==> src/rtl/password_code_transmitter_if.sv <==
// ---------------------------------------------------------------------------
// password_code_transmitter_if
//
// Purpose: bundles the keypad-side request/result handshake and the serial
// link to the door lock for password_code_transmitter.
//
// Parameters (must match the transmitter instance):
//   CODE_W     code length in bits
//   MAX_RETRY  retries after the first attempt (sizes retries_used)
//
// Signals:
//   code_in       code to send, captured on accept
//   start_valid   request to send code_in
//   start_ready   transmitter idle; accept = start_valid && start_ready
//   dout          registered serial data towards the lock's din
//   unlock_in     lock's unlock output
//   busy          operation in progress
//   done          one-cycle pulse when an operation finishes
//   success       lock opened (held until next accept)
//   fail          retries exhausted or aborted (held until next accept)
//   retries_used  retries consumed by the current/last operation
//   abort         only when PWTX_ABORT_EN is defined: cancel operation
//
// Modports:
//   slave   the transmitter's view
//   master  the environment's view (controller plus lock)
// ---------------------------------------------------------------------------
interface password_code_transmitter_if #(
  parameter int CODE_W    = 4,
  parameter int MAX_RETRY = 2
);

  // A zero-retry configuration still needs a one-bit counter port.
  localparam int RW = (MAX_RETRY > 0) ? $clog2(MAX_RETRY + 1) : 1;

  logic [CODE_W-1:0] code_in;
  logic              start_valid;
  logic              start_ready;
  logic              dout;
  logic              unlock_in;
  logic              busy;
  logic              done;
  logic              success;
  logic              fail;
  logic [RW-1:0]     retries_used;
`ifdef PWTX_ABORT_EN
  logic              abort;
`endif

`ifdef PWTX_ABORT_EN
  modport slave (
    input  code_in, start_valid, unlock_in, abort,
    output start_ready, dout, busy, done, success, fail, retries_used
  );

  modport master (
    output code_in, start_valid, unlock_in, abort,
    input  start_ready, dout, busy, done, success, fail, retries_used
  );
`else
  modport slave (
    input  code_in, start_valid, unlock_in,
    output start_ready, dout, busy, done, success, fail, retries_used
  );

  modport master (
    output code_in, start_valid, unlock_in,
    input  start_ready, dout, busy, done, success, fail, retries_used
  );
`endif

endinterface

==> src/rtl/password_code_transmitter.sv <==
// ---------------------------------------------------------------------------
// password_code_transmitter
//
// Purpose: initiator side of the serial password lock link. Captures a
// CODE_W-bit code, shifts it out MSB first on dout (one bit per clk), then
// watches unlock_in for RESP_WAIT cycles. On timeout it idles the line for
// GAP_CYCLES cycles and resends the latched code, up to MAX_RETRY retries,
// before reporting fail.
//
// Ports:
//   clk       clock
//   reset_n   asynchronous active-low reset
//   bus       password_code_transmitter_if.slave (request handshake,
//             serial line, lock response, result flags)
//
// Optional feature: define PWTX_ABORT_EN to add bus.abort, which cancels an
// operation in SEND/WAIT/GAP and finishes it with fail next cycle.
// ---------------------------------------------------------------------------
module password_code_transmitter #(
  parameter int CODE_W     = 4,
  parameter int RESP_WAIT  = 4,
  parameter int GAP_CYCLES = 2,
  parameter int MAX_RETRY  = 2
) (
  input  logic                         clk,
  input  logic                         reset_n,
  password_code_transmitter_if.slave   bus
);

  localparam int BIT_W   = $clog2(CODE_W + 1);
  localparam int CNT_MAX = (RESP_WAIT > GAP_CYCLES) ? RESP_WAIT : GAP_CYCLES;
  localparam int CNT_W   = $clog2(CNT_MAX + 1);
  localparam int RW      = (MAX_RETRY > 0) ? $clog2(MAX_RETRY + 1) : 1;

  localparam logic [BIT_W-1:0] LAST_BIT  = BIT_W'(CODE_W - 1);
  localparam logic [CNT_W-1:0] WAIT_LAST = CNT_W'(RESP_WAIT - 1);
  localparam logic [CNT_W-1:0] GAP_LAST  = CNT_W'(GAP_CYCLES - 1);
  localparam logic [RW-1:0]    RETRY_MAX = RW'(MAX_RETRY);

  typedef enum logic [2:0] {
    ST_IDLE,
    ST_SEND,
    ST_WAIT,
    ST_GAP,
    ST_DONE
  } state_t;

  state_t            state, state_next;
  logic [CODE_W-1:0] code_q, code_next;
  logic [CODE_W-1:0] shift_q, shift_next;
  logic [BIT_W-1:0]  bit_cnt, bit_next;
  logic [CNT_W-1:0]  cnt, cnt_next;
  logic [RW-1:0]     retries_q, retries_next;
  logic              dout_q, dout_next;
  logic              success_q, success_next;
  logic              fail_q, fail_next;
  logic              abort_hit;

  // Every output-facing flag is registered so dout changes cleanly on clk
  // and is forced low the instant reset_n falls.
  always_ff @(posedge clk or negedge reset_n) begin
    if (!reset_n) begin
      state     <= ST_IDLE;
      code_q    <= '0;
      shift_q   <= '0;
      bit_cnt   <= '0;
      cnt       <= '0;
      retries_q <= '0;
      dout_q    <= 1'b0;
      success_q <= 1'b0;
      fail_q    <= 1'b0;
    end else begin
      state     <= state_next;
      code_q    <= code_next;
      shift_q   <= shift_next;
      bit_cnt   <= bit_next;
      cnt       <= cnt_next;
      retries_q <= retries_next;
      dout_q    <= dout_next;
      success_q <= success_next;
      fail_q    <= fail_next;
    end
  end

  // Next-state logic. dout is computed one cycle ahead: entering SEND loads
  // the MSB so the first bit is on the line the cycle after accept, and the
  // rest of the word is walked out of shift_q.
  always_comb begin
    state_next   = state;
    code_next    = code_q;
    shift_next   = shift_q;
    bit_next     = bit_cnt;
    cnt_next     = cnt;
    retries_next = retries_q;
    dout_next    = 1'b0;
    success_next = success_q;
    fail_next    = fail_q;
    abort_hit    = 1'b0;

`ifdef PWTX_ABORT_EN
    abort_hit = bus.abort &&
                ((state == ST_SEND) || (state == ST_WAIT) || (state == ST_GAP));
`endif

    case (state)
      ST_IDLE: begin
        if (bus.start_valid) begin
          code_next    = bus.code_in;
          shift_next   = bus.code_in << 1;
          dout_next    = bus.code_in[CODE_W-1];
          bit_next     = '0;
          retries_next = '0;
          success_next = 1'b0;
          fail_next    = 1'b0;
          state_next   = ST_SEND;
        end
      end

      ST_SEND: begin
        if (bit_cnt >= LAST_BIT) begin
          cnt_next   = '0;
          state_next = ST_WAIT;
        end else begin
          dout_next  = shift_q[CODE_W-1];
          shift_next = shift_q << 1;
          bit_next   = bit_cnt + BIT_W'(1);
        end
      end

      // unlock_in is tested before the timeout so a response on the last
      // wait cycle still counts as success.
      ST_WAIT: begin
        if (bus.unlock_in) begin
          success_next = 1'b1;
          state_next   = ST_DONE;
        end else if (cnt >= WAIT_LAST) begin
          if (retries_q >= RETRY_MAX) begin
            fail_next  = 1'b1;
            state_next = ST_DONE;
          end else begin
            retries_next = retries_q + RW'(1);
            cnt_next     = '0;
            state_next   = ST_GAP;
          end
        end else begin
          cnt_next = cnt + CNT_W'(1);
        end
      end

      // The zero gap lets the lock's detector flush before the resend,
      // which always uses the latched code rather than code_in.
      ST_GAP: begin
        if (cnt >= GAP_LAST) begin
          dout_next  = code_q[CODE_W-1];
          shift_next = code_q << 1;
          bit_next   = '0;
          state_next = ST_SEND;
        end else begin
          cnt_next = cnt + CNT_W'(1);
        end
      end

      ST_DONE: begin
        state_next = ST_IDLE;
      end

      default: begin
        state_next = ST_IDLE;
      end
    endcase

    // Abort overrides whatever the state decided, including an unlock seen
    // in the same cycle; retries_used keeps its current value.
    if (abort_hit) begin
      dout_next    = 1'b0;
      success_next = 1'b0;
      fail_next    = 1'b1;
      retries_next = retries_q;
      state_next   = ST_DONE;
    end
  end

  assign bus.start_ready  = (state == ST_IDLE);
  assign bus.busy         = (state != ST_IDLE);
  assign bus.done         = (state == ST_DONE);
  assign bus.dout         = dout_q;
  assign bus.success      = success_q;
  assign bus.fail         = fail_q;
  assign bus.retries_used = retries_q;

endmodule
==> src/flat_wrapper.sv <==
// flat-port wrapper written by rule: the top's interface ports become plain ports
module password_code_transmitter_flat 
#(
  parameter int CODE_W     = 4,
  parameter int RESP_WAIT  = 4,
  parameter int GAP_CYCLES = 2,
  parameter int MAX_RETRY  = 2
)
  (clk, reset_n, bus_code_in, bus_start_valid, bus_unlock_in, bus_start_ready, bus_dout, bus_busy, bus_done, bus_success, bus_fail, bus_retries_used);
  password_code_transmitter_if #(.CODE_W(CODE_W), .MAX_RETRY(MAX_RETRY)) bus_i ();
  input  logic clk;
  input  logic reset_n;
  input wire logic [$bits(bus_i.code_in)-1:0] bus_code_in;
  input wire logic [$bits(bus_i.start_valid)-1:0] bus_start_valid;
  input wire logic [$bits(bus_i.unlock_in)-1:0] bus_unlock_in;
  output wire logic [$bits(bus_i.start_ready)-1:0] bus_start_ready;
  output wire logic [$bits(bus_i.dout)-1:0] bus_dout;
  output wire logic [$bits(bus_i.busy)-1:0] bus_busy;
  output wire logic [$bits(bus_i.done)-1:0] bus_done;
  output wire logic [$bits(bus_i.success)-1:0] bus_success;
  output wire logic [$bits(bus_i.fail)-1:0] bus_fail;
  output wire logic [$bits(bus_i.retries_used)-1:0] bus_retries_used;
  assign bus_i.code_in = bus_code_in;
  assign bus_i.start_valid = bus_start_valid;
  assign bus_i.unlock_in = bus_unlock_in;
  assign bus_start_ready = bus_i.start_ready;
  assign bus_dout = bus_i.dout;
  assign bus_busy = bus_i.busy;
  assign bus_done = bus_i.done;
  assign bus_success = bus_i.success;
  assign bus_fail = bus_i.fail;
  assign bus_retries_used = bus_i.retries_used;
  password_code_transmitter #(.CODE_W(CODE_W), .RESP_WAIT(RESP_WAIT), .GAP_CYCLES(GAP_CYCLES), .MAX_RETRY(MAX_RETRY)) u_core (.clk(clk), .reset_n(reset_n), .bus(bus_i));
endmodule
==> config.mk <==
export PLATFORM = sky130hd
export DESIGN_NAME = password_code_transmitter_flat
export DESIGN_NICKNAME = d
export VERILOG_FILES = /design/src/rtl/password_code_transmitter_if.sv /design/src/rtl/password_code_transmitter.sv /design/src/flat_wrapper.sv
export SDC_FILE = /design/constraint.sdc
export NUM_CORES = 1
export LEC_CHECK = 0
export CORE_UTILIZATION = 55
export CTS_BUF_LIST = sky130_fd_sc_hd__clkbuf_8
export DETAILED_ROUTE_END_ITERATION = 7
export GPL_TIMING_DRIVEN = 0
export PLACE_DENSITY_LB_ADDON = 0.08
export SETUP_SLACK_MARGIN = 0.1
export SLEW_MARGIN = 25
export SYNTH_ARGS = -nofsm -noshare
export SYNTH_HDL_FRONTEND = slang
export SYNTH_SLANG_ARGS = --single-unit
export TNS_END_PERCENT = 100
==> constraint.sdc <==
create_clock -name clk -period 2.54 [get_ports clk]
set_input_delay 0.762 -clock clk [delete_from_list [all_inputs] [get_ports clk]]
set_output_delay 0.762 -clock clk [all_outputs]
set_load 0.02 [all_outputs]
## After elaboration in Yosys (flattened, before gate mapping)

Index checks and enable logic that the tools add are counted.
Widths: inputs -> output; s select.

- Add/sub/neg operators: 3
- Magnitude comparators: 4
- Eq/ne operators: 16
- Mux-type cells: 37
- Reduce and logical (&&, ||, !) cells: 12

Operators by type and width:

| operator | number |
|---|---|
| $mux 3 | 14 |
| $pmux 3 s3 | 2 |
| $reduce_and 5->1 | 3 |
| $mux 4 | 3 |
| $ne 2x2->1 const B | 6 |
| $pmux 3 s4 | 1 |
| $pmux 4 s3 | 1 |
| $reduce_bool 3->1 | 3 |
| $mux 1 | 8 |
| $mux 2 | 4 |
| $ne 2x1->1 const B | 4 |
| $reduce_and 4->1 | 2 |
| $add 3x1->3 const B | 2 |
| $eq 3x2->1 const B | 2 |
| $ge 3x2->1 const B | 2 |
| $pmux 1 s2 | 2 |
| $pmux 2 s2 | 1 |
| $eq 3x1->1 const B | 1 |
| $eq 3x3->1 const B | 1 |
| $ge 3x1->1 const B | 1 |
| $logic_not 3->1 | 1 |
| $ne 3x2->1 const B | 1 |
| $ne 3x3->1 const B | 1 |
| $pmux 1 s3 | 1 |
| other kinds (5) | 5 |

- Register bits after elaboration: 22
- Input port bits: 8
- Output and inout port bits: 8
- Logic and storage cells: 81

## Longest topological paths before layout

- Depth in word-level cells: 5
- Depth in mapped cells: 6
- Gate-level depth less buffers: 6

## Least setup slack after synthesis

Ideal clock, no wire load.

- Kind: reg-to-reg
- Start point: reg u_core.cnt[0]
- End point: reg u_core.cnt[1]
- Setup time: 0.128 ns
- Arrival time: 1.971 ns
- Required time: 2.412 ns
- Slack: 0.442 ns
- Stages on the path, launching flop included: 7
- Path buffers: 0
- Clock period less this slack: 2.098 ns
- Cells stage by stage: dfrtp_1 ha_1 ha_1 a211oi_2 o21bai_1 a2111oi_4 mux2_1

- Longest elaborated chain between the ends: 4
- Elaborated cells between the ends (all ways): 10
- Those cells by class: 1 x add/sub; 2 x order compare; 2 x eq/ne; 4 x mux; 1 x reduce/logical

Ends and longest elaborated chain:

| item | RTL line | text |
|---|---|---|
| start, declared | password_code_transmitter.sv:52 | `logic [CNT_W-1:0] cnt, cnt_next;` |
| start signal, assigned | password_code_transmitter.sv:77 | `cnt <= cnt_next;` |
| $add 3x1->3 or $ge 3x2->1 (tied branches) | password_code_transmitter.sv:146, password_code_transmitter.sv:159, password_code_transmitter.sv:136 |  |
| $mux 3 | password_code_transmitter.sv:136 | `end else if (cnt >= WAIT_LAST) begin` |
| $mux 3 | password_code_transmitter.sv:133 | `if (bus.unlock_in) begin` |
| $pmux 3 s3 | password_code_transmitter.sv:105 | `case (state)` |

Parallel ways exist; a longest one is shown, timed or not. The select of a mux whose other input is x is not followed.
A chain may end at the register's enable or synchronous reset.

## Worst setup path in the final report

- Start point: reg u_core.state[1]
- End point: out bus_start_ready

- Longest elaborated chain between the ends: 1

Ends and longest elaborated chain:

| item | RTL line | text |
|---|---|---|
| start, declared | password_code_transmitter.sv:48 | `state_t state, state_next;` |
| start signal, assigned | password_code_transmitter.sv:73 | `state <= state_next;` |
| $logic_not 3->1 | password_code_transmitter.sv:183 | `assign bus.start_ready = (state == ST_IDLE);` |
| end, declared | flat_wrapper.sv:16 | `output wire logic [$bits(bus_i.start_ready)-1:0] bus_start_ready;` |

No other way between the ends.

==> reports/qor.csv <==
stage,metric,value,unit
layout,layout-drive-gt1-share,0.109,
routing,routed_wl,2.17,mm
layout,final_area,1420,sq um
sta,fmax,427,MHz
placed_design,dp_hpwl,1.54,mm
synth,synth_top_family_by_area,compound AO/OA/AOI/OAI gates,
synth,synth-seq-area-share,0.445,
clocking,clkLatencyLatePin,260,ps
layout,n_fill_cell,157,
sta,fin_skew,5.01,ps
power_and_ir_drop,p_switching,604,uW
power_and_ir_drop,power_density,1080,nW/um^2
worst_hold_path,hp-class,in -> async,
clocking,hold_buffers,0,
floorplanning,fp.dieW,48.3,microns
synth,synth_top_flop_cell,dfrtp_1,
routing,via_per_inst,5.85,
synth,muxShareOfSynthArea,0.120,
clocking,clockBufferDepth,2,
setup_path,crit_path_max_fanout,8,
sta,rsz0062_at_grt,no,
floorplanning,io_pins,16,
routing,dr.pass1.iters,4,
routing,vias,913,
routing,remaining_drc_errors,0,
setup_path,crit_required,1780,ps
power_and_ir_drop,internal_power,933,uW
setup_path,crit_start,u_core.state[1],
job,drv_cap,0,
power_and_ir_drop,power.share.sequential,0.363,
floorplanning,design.core.area,1980,sq um
sta,fin_crit_sh,0.922,
sta,slew_headroom,0.638,
global_route,antenna_found_initial,0,
power_and_ir_drop,p_leak,0.000636,uW
synth,synth.most_common_cell,dfrtp_1,
synth,synth_common_cells,"21 x dfrtp_1, 9 x mux2_1, 9 x nand2_1",
synth,synth_compound_area_frac,0.174,
global_route,grt_overflow_total,0,
synth,yosys.area_share.adder,0.0636,
power_and_ir_drop,comb_power_share,0.494,
floorplanning,die-area,2340,sq um
synth,synthSimpleGateAreaFrac,0.166,
placed_design,gp_congestion,0.832,
sta,tns,0,ps
layout,antenna_cells,0,
power_and_ir_drop,clkPwrFrac,0.143,
setup_path,cp_data_arrival_time,1580,ps
placed_design,post_dp_cell_area,1370,sq um
sta,layout_setup_ws,197,ps
routing,wl_per_cell,13.9,microns
floorplanning,start_util,0.596,
setup_path,start_kind,flop,
synth,synth_top_area_frac,0.445,
synth,synth_warnings,0,
clocking,clk_pin_slew,80,ps
synth,synth_fp_nets,124,
sta,setup_viol,0,
sta,report.final.slew_viol_count,0,
global_route,grt_pass1_wl,3.89,mm
clocking,cts_tree,done,
global_route,grt_usage,0.216,
sta,min_period,2340,ps
routing,postRouteAntennaNets,0,
clocking,cts_made_buffers,3,
placed_design,post-place-ws,107,ps
global_route,grt_max_degree,22,
clocking,clockRootBuffer,clkbuf_8,
setup_path,criticalPathCategory,reg -> out,
clocking,htreeDepth,1,
synth,yosysUniqueCellTypes,40,
floorplanning,die_h,48.3,microns
layout,fin_nets,144,
run_status,status,finished clean,
setup_path,crit_path_end_kind,output pin,
floorplanning,rows,16,
synth,syn_area,1180,sq um
layout,syn_to_final_growth,20.0,%
synth,netlist_instances,110,
sta,finalHoldViolations,0,
sta,worstMarginPinSlew,543,ps
global_route,first_global_vias,873,
power_and_ir_drop,finalPower,1540,uW
synth,synth_edf_count,0,
synth,synth_xor_area_frac,0,
synth,synth_area_per_cell,10.7,sq um
clocking,clock_sinks,21,
synth,synth_area_leader_cell,dfrtp_1,
synth,synth.area.top_cells,"dfrtp_1 44%, mux2_1 8.6%, ha_1 6.4%",
power_and_ir_drop,ir_worst_vdd,0.647,mV
synth,ys_seq_elements,21,
setup_path,r2r-start,u_core.cnt[0],
routing,dr.first_iter.drc_count,28,
power_and_ir_drop,sw_frac_of_total,0.393,
synth,async_flop_share,1.00,
placed_design,numPortBuffers,15,
setup_path,reg2reg_setup_slack,240,ps
-- cells in the final DEF (no fill, tap or decap), types with 2 or more instances in the layout --
master / synthesis / routed
a31oi_1: 2 / 2
and3_1: 2 / 2
buf_2: 0 / 2
clkbuf_8: 0 / 3
clkdlybuf4s50_1: 0 / 11
dfrtp_1: 21 / 21
dlygate4sd2_1: 0 / 3
ha_1: 6 / 6
inv_1: 6 / 6
mux2_1: 9 / 9
mux2i_1: 4 / 4
nand2_1: 9 / 9
nand2b_1: 2 / 2
nand3_1: 2 / 2
nor2_1: 8 / 8
nor3_1: 3 / 3
o21ai_0: 4 / 4
o21ai_1: 4 / 4
o21bai_1: 2 / 2
-- through the flow --
step	cells	utilization	hold WS, ps
after floorplan	110	-	450
after global placement	152	0.689	468
after detailed placement	152	0.689	481
after CTS	156	0.711	499
after global routing	156	0.715	482
final	156	0.715	441
-- kinds of logic after synthesis --
group | after synthesis
and+or+nand+nor | 35
adders and majority gates | 6
muxes | 13
AOI/OAI and AO/OA | 25
buffers and inverters | 10
DFF | 21
-- flip-flops by register name (all words and copies together) (netlist names) --
register / flops
u_core.bus.dout: 1
u_core.bus.retries_used: 2
u_core.bus.fail: 1
u_core.bus.success: 1
u_core.state: 3
u_core.cnt: 3
u_core.bit_cnt: 3
u_core.shift_q: 3
u_core.code_q: 4
-- worst max-delay path, stage by stage, from the launching register on --
cell	delay, ps
dfrtp_1	460
or3_1	440
inv_2	90
dlygate4sd2_1	330
-- metal layers --
layer,track usage,up-vias,share of wire
met5,0,-,0
met4,0.113,0,0.020
met3,0.0314,5,0.046
met2,0.347,25,0.47
met1,0.285,443,0.46
li1,-,440,-
-- final timing paths --
| path | endpoint | cells after the start |
|---|---|---|
| max in group asynchronous | u_core.cnt[2] | 1 |
| min in group clk | u_core.code_q[1] | 1 |
| worst max-delay path | bus_start_ready | 3 |
| worst min-delay path | u_core.bit_cnt[0] | 1 |
| worst max register to register | u_core.cnt[2] | 6 |
| worst min register to register | u_core.code_q[1] | 1 |
-- power by group through the flow --
stage | logic, uW | registers [uW] | clock network [uW]
floorplan | 560 | 551 | 0
global placement | 737 | 548 | 0
detailed placement | 754 | 553 | 0
CTS | 750 | 549 | 226
global route | 840 | 576 | 238
finish | 759 | 559 | 220
-- area by class of cell --
| cell class | count | area, sq um | area share |
|---|---|---|---|
| plain buffers | 3 | 13.8 | 0.00971 |
| clock buffers | 3 | 41.3 | 0.0291 |
| clock inverters | 1 | 5.00 | 0.00353 |
| inverters | 7 | 26.3 | 0.0185 |
| multi-input cells | 79 | 631 | 0.445 |
| flip-flops and latches | 21 | 526 | 0.371 |
| well taps | 27 | 33.8 | 0.0238 |
| repair buffers | 15 | 141 | 0.0997 |
-- timing repair --
action / in CTS / in global routing
setup endpoints to repair: 3 / 5
setup buffers: 0 / 0
pin swaps: 0 / 0
gates resized for setup: 4 / 4
No activity file was read; power rests on OpenSTA's default activity.
